[src/rtl/mem_arb_pkg.sv]
// Shared defaults for the memory-port arbiter: requester count, data and
// address widths, and the derived pointer width.
package mem_arb_pkg;
  localparam int N_REQ_DEF   = 4;
  localparam int D_WIDTH_DEF = 64;
  localparam int A_WIDTH_DEF = 7;
  localparam int PTR_W_DEF   = $clog2(N_REQ_DEF);
endpackage

[src/rtl/mem_port_arbiter_rr_arbiter.sv]
// Round-robin arbiter: scans upward from the pointer with wrap-around and
// moves the pointer one past the winner on every grant.
module rr_arbiter #(
  parameter  int N     = 4,
  localparam int PTR_W = $clog2(N)
) (
  input  logic             clock,
  input  logic             reset,
  input  logic [N-1:0]     i_req,
  output logic [N-1:0]     o_gnt,
  output logic             o_gnt_vld,
  output logic [PTR_W-1:0] o_gnt_idx
);
  logic [PTR_W-1:0] r_ptr;
  logic [PTR_W-1:0] w_cand;
  logic [PTR_W-1:0] w_idx;
  logic [PTR_W-1:0] w_nxt;
  logic             w_found;

  always_comb begin
    w_found = 1'b0;
    w_idx   = '0;
    w_cand  = '0;
    for (int k = 0; k < N; k++) begin
      w_cand = PTR_W'((int'(r_ptr) + k) % N);
      if (!w_found && i_req[w_cand]) begin
        w_found = 1'b1;
        w_idx   = w_cand;
      end
    end
  end

  always_comb begin
    o_gnt        = '0;
    o_gnt[w_idx] = w_found;
  end

  assign o_gnt_vld = w_found;
  assign o_gnt_idx = w_idx;
  assign w_nxt     = (w_idx == PTR_W'(N - 1)) ? '0 : w_idx + 1'b1;

  always_ff @(posedge clock) begin
    if (reset)        r_ptr <= '0;
    else if (w_found) r_ptr <= w_nxt;
  end
endmodule

[src/rtl/mem_port_arbiter.sv]
// Shares one dual-port memory between N_REQ requesters: one write and one
// read granted per cycle by independent round-robin arbiters.
module mem_port_arbiter
  import mem_arb_pkg::*;
#(
  parameter int D_WIDTH = D_WIDTH_DEF,
  parameter int A_WIDTH = A_WIDTH_DEF,
  parameter int N_REQ   = N_REQ_DEF
) (
  input  logic                       clock,
  input  logic                       reset,
  input  logic [N_REQ-1:0]           req_valid,
  input  logic [N_REQ-1:0]           req_we,
  input  logic [N_REQ*A_WIDTH-1:0]   req_addr,
  input  logic [N_REQ*D_WIDTH-1:0]   req_wdata,
  output logic [N_REQ-1:0]           req_ready,
  output logic [N_REQ-1:0]           rsp_valid,
  output logic [D_WIDTH-1:0]         rsp_data,
  output logic                       mem_we,
  output logic [A_WIDTH-1:0]         mem_write_addr,
  output logic [D_WIDTH-1:0]         mem_data,
  output logic [A_WIDTH-1:0]         mem_read_addr,
  input  logic [D_WIDTH-1:0]         mem_q
);
  localparam int PTR_W = $clog2(N_REQ);

  logic [N_REQ-1:0][A_WIDTH-1:0] w_addr;
  logic [N_REQ-1:0][D_WIDTH-1:0] w_wdata;
  logic [N_REQ-1:0]              w_wreq, w_rreq, w_wgnt, w_rgnt;
  logic                          w_wvld, w_rvld;
  logic [PTR_W-1:0]              w_widx, w_ridx;
  logic [N_REQ-1:0]              r_rsp_valid;
  logic [D_WIDTH-1:0]            r_rsp_data;

  assign w_addr  = req_addr;
  assign w_wdata = req_wdata;

  // Requests are masked during reset so no grant (and no write) can occur.
  assign w_wreq = {N_REQ{~reset}} & req_valid &  req_we;
  assign w_rreq = {N_REQ{~reset}} & req_valid & ~req_we;

  rr_arbiter #(.N(N_REQ)) u_warb (
    .clock     (clock),
    .reset     (reset),
    .i_req     (w_wreq),
    .o_gnt     (w_wgnt),
    .o_gnt_vld (w_wvld),
    .o_gnt_idx (w_widx)
  );

  rr_arbiter #(.N(N_REQ)) u_rarb (
    .clock     (clock),
    .reset     (reset),
    .i_req     (w_rreq),
    .o_gnt     (w_rgnt),
    .o_gnt_vld (w_rvld),
    .o_gnt_idx (w_ridx)
  );

  assign req_ready      = w_wgnt | w_rgnt;
  assign mem_we         = w_wvld;
  assign mem_write_addr = w_addr[w_widx];
  assign mem_data       = w_wdata[w_widx];
  assign mem_read_addr  = w_addr[w_ridx];

  always_ff @(posedge clock) begin
    if (reset) begin
      r_rsp_valid <= '0;
      r_rsp_data  <= '0;
    end else begin
      r_rsp_valid <= w_rgnt;
      if (w_rvld) r_rsp_data <= mem_q;
    end
  end

  // A response due in a reset cycle is dropped, not delivered late.
  assign rsp_valid = r_rsp_valid & {N_REQ{~reset}};
  assign rsp_data  = r_rsp_data;
endmodule

[config.mk]
export PLATFORM = sky130hd
export DESIGN_NAME = mem_port_arbiter
export DESIGN_NICKNAME = d
export VERILOG_FILES = /design/src/rtl/mem_arb_pkg.sv /design/src/rtl/mem_port_arbiter_rr_arbiter.sv /design/src/rtl/mem_port_arbiter.sv
export SDC_FILE = /design/constraint.sdc
export NUM_CORES = 1
export LEC_CHECK = 0
export CELL_PAD_IN_SITES_DETAIL_PLACEMENT = 0
export CELL_PAD_IN_SITES_GLOBAL_PLACEMENT = 1
export CORE_AREA = 2 2 196 198
export DETAILED_ROUTE_END_ITERATION = 12
export DIE_AREA = 0 0 198 200
export PLACE_DENSITY = 0.7
export SLEW_MARGIN = 20
export SYNTH_ARGS = -nofsm -noshare
export SYNTH_HDL_FRONTEND = slang
export SYNTH_SLANG_ARGS = --single-unit
[constraint.sdc]
create_clock -name clock -period 4.26 [get_ports clock]
set_input_delay 1.278 -clock clock [delete_from_list [all_inputs] [get_ports clock]]
set_output_delay 1.278 -clock clock [all_outputs]
set_load 0.01 [all_outputs]
==> results of run 1 <==
-- worst min path at each step --
stage	from	end	slack (ns)	cells past startpoint
final	rsp_data[9]$_SDFFE_PP0P_	rsp_data[9]$_SDFFE_PP0P_	0.45	2
after global routing	rsp_data[5]$_SDFFE_PP0P_	rsp_data[5]$_SDFFE_PP0P_	0.47	2
after CTS	rsp_data[28]$_SDFFE_PP0P_	rsp_data[28]$_SDFFE_PP0P_	0.45	2
after detailed placement	rsp_data[28]$_SDFFE_PP0P_	rsp_data[28]$_SDFFE_PP0P_	0.45	2
after global placement	rsp_data[61]$_SDFFE_PP0P_	rsp_data[61]$_SDFFE_PP0P_	0.44	2
after floorplan	rsp_data[0]$_SDFFE_PP0P_	rsp_data[0]$_SDFFE_PP0P_	0.48	2
-- logic make-up after synthesis --
logic type / synth area share [%]
AND/OR/NAND/NOR: 13.75
AO/OA/AOI/OAI: 10.33
multiplexers: 38.53
flip-flops: 31.06
buffers and inverters: 5.797
adder cells (fa/ha/maj): 0.5391
-- routing by layer --
| layer | wire, um | global-route usage, % | up-vias |
|---|---|---|---|
| met5 | 50 | 0 | - |
| li1 | - | - | 2776 |
| met3 | 2725 | 4.822 | 42 |
| met1 | 11840 | 16.92 | 2950 |
| met4 | 850 | 5.430 | 8 |
| met2 | 17730 | 29.39 | 289 |
-- through the flow --
stage / total power [mW] / cells / setup WS (ns)
global placement: 1.863 / 1481 / -0.9222
CTS: 2.719 / 1521 / -0.1108
floorplan: 1.127 / 445 / 0.1765
global route: 2.823 / 1526 / -0.1549
finish: 2.687 / 1528 / -0.09437
detailed placement: 1.868 / 1481 / -0.9288
-- cell type report --
| type | count | area, um2 |
|---|---|---|
| diodes | 5 | 12.51 |
| clock buffers | 9 | 225.2 |
| clock inverters | 7 | 70.07 |
| fillers | 3873 | 25940 |
| inverters | 5 | 18.77 |
| multi-input cells | 328 | 3044 |
| flip-flops and latches | 72 | 1441 |
| well taps | 511 | 639.4 |
| repair buffers | 591 | 6007 |
-- power by group through the flow --
stage                     combinational, mW  sequential, mW  clock (mW)
after CTS                              1.17           0.738       0.809
after global routing                   1.25           0.743       0.833
after global placement                 1.11           0.750           0
final                                  1.18           0.737       0.774
after detailed placement               1.12           0.752           0
after floorplan                       0.360           0.767           0
-- repair_timing --
| item | 4_1_cts | 5_1_grt |
|---|---|---|
| pin swaps | 9 | 2 |
| resized for setup | 459 | 34 |
| endpoints found under the setup margin | 83 | 80 |
| gates cloned | 3 | 0 |
| setup buffers | 22 | 3 |
-- registers in the layout, summed over array words and instances, names as in the netlist --
signal and count:
rsp_data 64, u_rarb.r_ptr 2, u_warb.r_ptr 2, r_rsp_valid 4
-- cell usage in the layout, fill, tap and decap left out, types with 2 or more instances in the layout --
master | netlist | routed
buf_6 | 1 | 83
nand2_4 | 0 | 3
mux2i_1 | 2 | 2
ha_1 | 2 | 2
nand2b_1 | 3 | 3
nand2_1 | 140 | 135
a31o_2 | 2 | 2
o22ai_1 | 2 | 2
a21oi_1 | 66 | 65
nor2_1 | 6 | 6
buf_12 | 4 | 11
diode_2 | 0 | 5
nand2_2 | 0 | 2
clkinv_2 | 0 | 3
o21ai_0 | 4 | 3
mux4_2 | 78 | 78
clkbuf_2 | 0 | 3
clkdlybuf4s50_1 | 0 | 417
clkbuf_16 | 0 | 9
buf_2 | 13 | 21
nor2b_1 | 8 | 8
a31oi_4 | 0 | 2
buf_16 | 0 | 2
buf_8 | 0 | 12
dfxtp_1 | 72 | 72
inv_1 | 5 | 4
buf_4 | 3 | 39
-- worst max-delay path, delay by kind of cell --
| family | cells | cell delay, ns |
|---|---|---|
| compound gates | 1 | 0.23 |
| buf+inv | 6 | 0.75 |
| mux | 2 | 0.76 |
| simple gates | 1 | 0.04 |
==> run summary, run 1 <==
initial antenna violation count: 8
Vias/cell: 3.969
most used cell, CP: buf_6
Die W: 198 um
leakage: 4.330 nW
port bufs: 508
asr flop ratio synth: 0%
I/O pin count: 509
total grt overflow: 0
CORE AREA: 0.03740 mm2
DP HPWL: 27920 um
TritonCTS Buffers: 9
H-Tree Depth: 3
worst reg2reg setup slack: 2.31 ns
worst setup margin: -0.09437 ns
CTS clk-pin slew, worst paths: 0.06 ns
Seq/Total Area, Yosys: 31.06%
Hold Violations, Final: 0
worst stage delay on the critical path: 0.49 ns
ranking of synthesized cells by area: mux4_2, dfxtp_1, nand2_1
crit-path cells: buf_8 -> nand2_4 -> mux2_4 -> o221ai_4 -> buf_6 -> buf_12 -> buf_8 -> buf_6 -> mux4_2 -> buf_6
CTS tree: built
Post-DP Area: 0.01065 mm2
vias in the first global route: 6319
power density over the cells: 234.5 mW/mm2
Seq cells post-synth: 72
Max-slew headroom: 55.43%
hold_ws: 0.4529 ns
Hold Path Class: register to register
die height: 200 um
syn nets: 805
Sw Share: 28.76%
CTS Hold Bufs: 0
DR DRC count: 0
Finish-stage setup viols: 44
clk_skew: 0.007772 ns
count leader, synth: nand2_1
Slew Viols, Final: 0
r2r startpoint: u_warb.r_ptr[0]$_SDFFE_PP0P_
antenna violation net count after detailed routing: 0
design area: 0.01146 mm2
Nets: 1367
number of synthesized flops with an enable pin: 0
CTS sink cnt: 72
NetSw: 0.7730 mW
row count: 71
CP Max Fanout: 7
Startpoint Class: input port
crit share post-route: 102.2%
Total GRT Usage: 15.79%
Post-Route Setup TNS: -1.354 ns
Synth top cells by count: nand2_1, mux4_2, dfxtp_1
Clk pwr share: 28.8%
syn avg cell area: 10.43 um2
Routability Congestion: 0.9238
Max Clock Freq: 0.2297 GHz
Gate Count Post-Synth: 445
maximum vdd drop: 0.1473 mV
worst r2r path cells: 9
number of distinct library cells after synthesis: 29
root cell of the clock tree: clkbuf_16
first-pass GRT wire length: 44190 um
CP startpoint: req_valid[0]
reg2reg end: u_warb.r_ptr[1]$_SDFFE_PP0P_
die area: 0.03960 mm2
Post-Route WL: 33190 um
CTS max path bufs: 2
post-synthesis cell area: 0.004641 mm2
critical path class: input port to primary output
drt first pass iters: 4
Internal Pwr Total: 1.914 mW
failing checks: setup timing
Critical Path RT: 2.98 ns
area fraction of the dominant cell type after synthesis: 37.85%
layout cell share with drive strength beyond 1: 28.06%
area leader, netlist: mux4_2
Worst-Margin Slew: 0.6686 ns
DR WL/cell: 21.72 um
Critical Path Sink Type: primary output
Layout area overhead: 146.9%
fin util: 30.64%
largest net degree at the start of global routing: 57
status: finished, violations left
Iteration-0 DRC Markers: 174
most common flop cell mapped by yosys: dfxtp_1
vias post-DR: 6065
slowest CP cell: mux4_2
YS warnings: 0
crit path to: mem_data[40]
RSZ-0062 raised after global routing: true
sequential fraction of design power: 27.4%
Arr. time, crit path: 3.08 ns
max_cap viols: 0
Clk Latency, worst-skew pair: 0.34 ns
crit path time final: 4.354 ns
Initial Util: 12.41%
Combinational Power Share: 43.7%
No activity file was read; power rests on OpenSTA's default activity.
==> run 2: changes to the inputs <==
--- a/config.mk
+++ b/config.mk
@@ -7,11 +7,12 @@
 export LEC_CHECK = 0
 export CELL_PAD_IN_SITES_DETAIL_PLACEMENT = 0
 export CELL_PAD_IN_SITES_GLOBAL_PLACEMENT = 1
-export CORE_AREA = 2 2 196 198
+export CORE_AREA = 2 2 197 199
 export DETAILED_ROUTE_END_ITERATION = 12
-export DIE_AREA = 0 0 198 200
-export PLACE_DENSITY = 0.7
+export DIE_AREA = 0 0 199 201
+export PLACE_DENSITY = 0.69
 export SLEW_MARGIN = 20
 export SYNTH_ARGS = -nofsm -noshare
 export SYNTH_HDL_FRONTEND = slang
+export SYNTH_HIERARCHICAL = 1
 export SYNTH_SLANG_ARGS = --single-unit
==> run summary, run 2 <==
CTS tree: built (unchanged)
most frequent cells in the layout: clkdlybuf4s50_1, buf_6, mux4_2 (was clkdlybuf4s50_1, nand2_1, buf_6)
CTS Hold Bufs: 0 (unchanged)
die area: 0.04000 mm2 (was 0.03960 mm2)
Iteration-0 DRC Markers: 324 (was 174)
critical path class: input port to primary output (unchanged)
Routability Congestion: 0.8988 (was 0.9238)
most common flop cell mapped by yosys: dfxtp_1 (unchanged)
Arr. time, crit path: 3.34 ns (was 3.08 ns)
Max Clock Freq: 0.2164 GHz (was 0.2297 GHz)
Post-DP Area: 0.01077 mm2 (was 0.01065 mm2)
initial antenna violation count: 25 (was 8)
commonest non-fill, non-tap cell in the layout: clkdlybuf4s50_1 (unchanged)
H-Tree Depth: 3 (unchanged)
port bufs: 508 (unchanged)
CTS sink cnt: 72 (unchanged)
Seq/Total Area, Yosys: 29.24% (was 31.06%)
busiest grt layer: met2 (unchanged)
Gate Count Post-Synth: 387 (was 445)
Startpoint Class: input port (unchanged)
vias in the first global route: 6301 (was 6319)
worst stage delay on the critical path: 0.51 ns (was 0.49 ns)
count leader, synth: mux4_2 (was nand2_1)
Synth top cells by count: mux4_2, dfxtp_1, nor2_1 (was nand2_1, mux4_2, dfxtp_1)
total grt overflow: 0 (unchanged)
Worst-Margin Slew: 0.7138 ns (was 0.6686 ns)
Slew Viols, Final: 0 (unchanged)
DR DRC count: 0 (unchanged)
design area: 0.01211 mm2 (was 0.01146 mm2)
maximum vdd drop: 0.2019 mV (was 0.1473 mV)
antenna violation net count after detailed routing: 0 (unchanged)
number of distinct library cells after synthesis: 36 (was 29)
largest net degree at the start of global routing: 77 (was 57)
syn nets: 753 (was 805)
CTS clk-pin slew, worst paths: 0.05 ns (was 0.06 ns)
max_cap viols: 0 (unchanged)
Critical Path Sink Type: primary output (unchanged)
min-delay src: rsp_data[14]$_SDFFE_PP0P_ (was rsp_data[9]$_SDFFE_PP0P_)
CP Max Fanout: 5 (was 7)
layout cell share with drive strength beyond 1: 33.09% (was 28.06%)
I/O pin count: 509 (unchanged)
area fraction of the dominant cell type after synthesis: 35.18% (was 37.85%)
Final Instance Count excl. Fillers: 1517 (was 1528)
Vias/cell: 3.997 (was 3.969)
Seq cells post-synth: 72 (unchanged)
power density over the cells: 234.6 mW/mm2 (was 234.5 mW/mm2)
DP HPWL: 30410 um (was 27920 um)
TritonCTS Buffers: 9 (unchanged)
CP startpoint: req_we[2] (was req_valid[0])
placed insts: 1417 (was 1481)
Hold Violations, Final: 0 (unchanged)
ranking of synthesized cells by area: mux4_2, dfxtp_1, mux2i_1 (was mux4_2, dfxtp_1, nand2_1)
status: finished, violations left (unchanged)
Hold Path Class: register to register (unchanged)
Die W: 199 um (was 198 um)
fin util: 31.77% (was 30.64%)
Finish-stage setup viols: 82 (was 44)
crit path time final: 4.620 ns (was 4.354 ns)
leakage: 4.670 nW (was 4.330 nW)
crit share post-route: 108.5% (was 102.2%)
Critical Path RT: 2.98 ns (about the same)
Clk Latency, worst-skew pair: 0.34 ns (about the same)
Layout area overhead: 145.6% (was 146.9%)
syn avg cell area: 12.74 um2 (was 10.43 um2)
vias post-DR: 6063 (was 6065)
Largest register FFs: 64 (unchanged)
drt first pass iters: 4 (unchanged)
Initial Util: 12.94% (was 12.41%)
met2 Use GR: 30.62% (was 29.39%)
slowest CP cell: mux4_2 (unchanged)
area leader, netlist: mux4_2 (unchanged)
Post-Route Setup TNS: -21.23 ns (was -1.354 ns)
Post-Route WL: 37420 um (was 33190 um)
RSZ-0062 raised after global routing: true (unchanged)
asr flop ratio synth: 0% (unchanged)
Total GRT Usage: 17.86% (was 15.79%)
first-pass GRT wire length: 49190 um (was 44190 um)
met3 Track Usage GR: 6.569% (was 4.822%)
DR WL/cell: 24.67 um (was 21.72 um)
Nets: 1341 (was 1367)
YS warnings: 6 (was 0)
crit-path cells: buf_6 -> and3b_2 -> mux2i_1 -> nor2_2 -> nor3_4 -> buf_12 -> buf_12 -> buf_12 -> buf_8 -> buf_6 -> mux4_2 -> buf_6 (was buf_8 -> nand2_4 -> mux2_4 -> o221ai_4 -> buf_6 -> buf_12 -> buf_8 -> buf_6 -> mux4_2 -> buf_6)
number of synthesized flops with an enable pin: 0 (unchanged)
worst setup margin: -0.3603 ns (was -0.09437 ns)
die height: 201 um (was 200 um)
Max-slew headroom: 52.41% (was 55.43%)
failing checks: setup timing (unchanged)
row count: 72 (was 71)
CORE AREA: 0.03811 mm2 (was 0.03740 mm2)
fillers: 3930 (was 3873)
CTS max path bufs: 2 (unchanged)
grt met1 use: 19.19% (was 16.92%)
clk_skew: 0.003391 ns (was 0.007772 ns)
post-synthesis cell area: 0.004930 mm2 (was 0.004641 mm2)
root cell of the clock tree: clkbuf_16 (unchanged)
r2r startpoint: u_warb/r_ptr[1]$_SDFFE_PP0P_ (was u_warb.r_ptr[0]$_SDFFE_PP0P_)
-- run 2: worst paths after layout --
kind	cells after the start	slack [ns]	endpoint
max	12	-0.36	mem_data[3]
min	2	0.49	rsp_data[14]$_SDFFE_PP0P_
max reg2reg	8	2.36	u_warb/r_ptr[1]$_SDFFE_PP0P_
min reg2reg	2	0.49	rsp_data[14]$_SDFFE_PP0P_
-- run 2: through the flow --
step | hold slack, ns | setup slack, ns | total power, mW
3_3_place_gp | 0.4722 | -0.9935 | 1.982
2_1_floorplan | 0.4712 | -0.1115 | 1.237
3_5_place_dp | 0.4815 | -0.9963 | 1.987
4_1_cts | 0.4980 | -0.5155 | 2.843
5_1_grt | 0.5155 | -0.4534 | 2.976
6_report | 0.4926 | -0.3603 | 2.839
-- run 2: repair_timing --
item                       in CTS  in global routing
pin swaps                      17                 15
setup buffers                  56                 19
cloned                          4                  0
resized for setup             472                 73
setup endpoints to repair      87                 82
hold endpoints to repair        0                  0
-- run 2: worst max-delay path, delay by kind of cell --
family	cells	cell delay, ns
and+or+nand+nor	3	0.55
buffers and inverters	7	0.83
muxes	2	0.68
-- run 2: cell type report --
type | count | area, um2 | area share (%)
Timing Repair Buffer | 613 | 6320 | 52.21
Multi-Input combinational cell | 276 | 3361 | 27.76
Sequential cell | 72 | 1441 | 11.91
Tap cell | 518 | 648.1 | 5.354
Clock buffer | 12 | 256.5 | 2.119
Antenna cell | 20 | 50.05 | 0.4134
Clock inverter | 3 | 17.52 | 0.1447
Inverter | 3 | 11.26 | 0.09302
-- run 2: cell families after synthesis --
logic type	after synthesis	synth area share, %
fa+ha+maj	8	2.031
simple gates	107	10.86
buf+inv	39	6.294
compound gates	15	2.031
mux	146	49.54
flops	72	29.24
-- run 2: routing by layer --
layer,share of wire [%],vias up
li1,-,2686
met1,37,2987
met2,51,335
met3,9.9,45
met4,2.3,10
met5,0.17,-
-- run 2: where the power goes --
| group | internal (mW) | switching (mW) | total (mW) |
|---|---|---|---|
| logic | 0.880 | 0.491 | 1.37 |
| registers | 0.724 | 0.0286 | 0.753 |
| clock network | 0.421 | 0.293 | 0.715 |
| total | 2.03 | 0.813 | 2.84 |
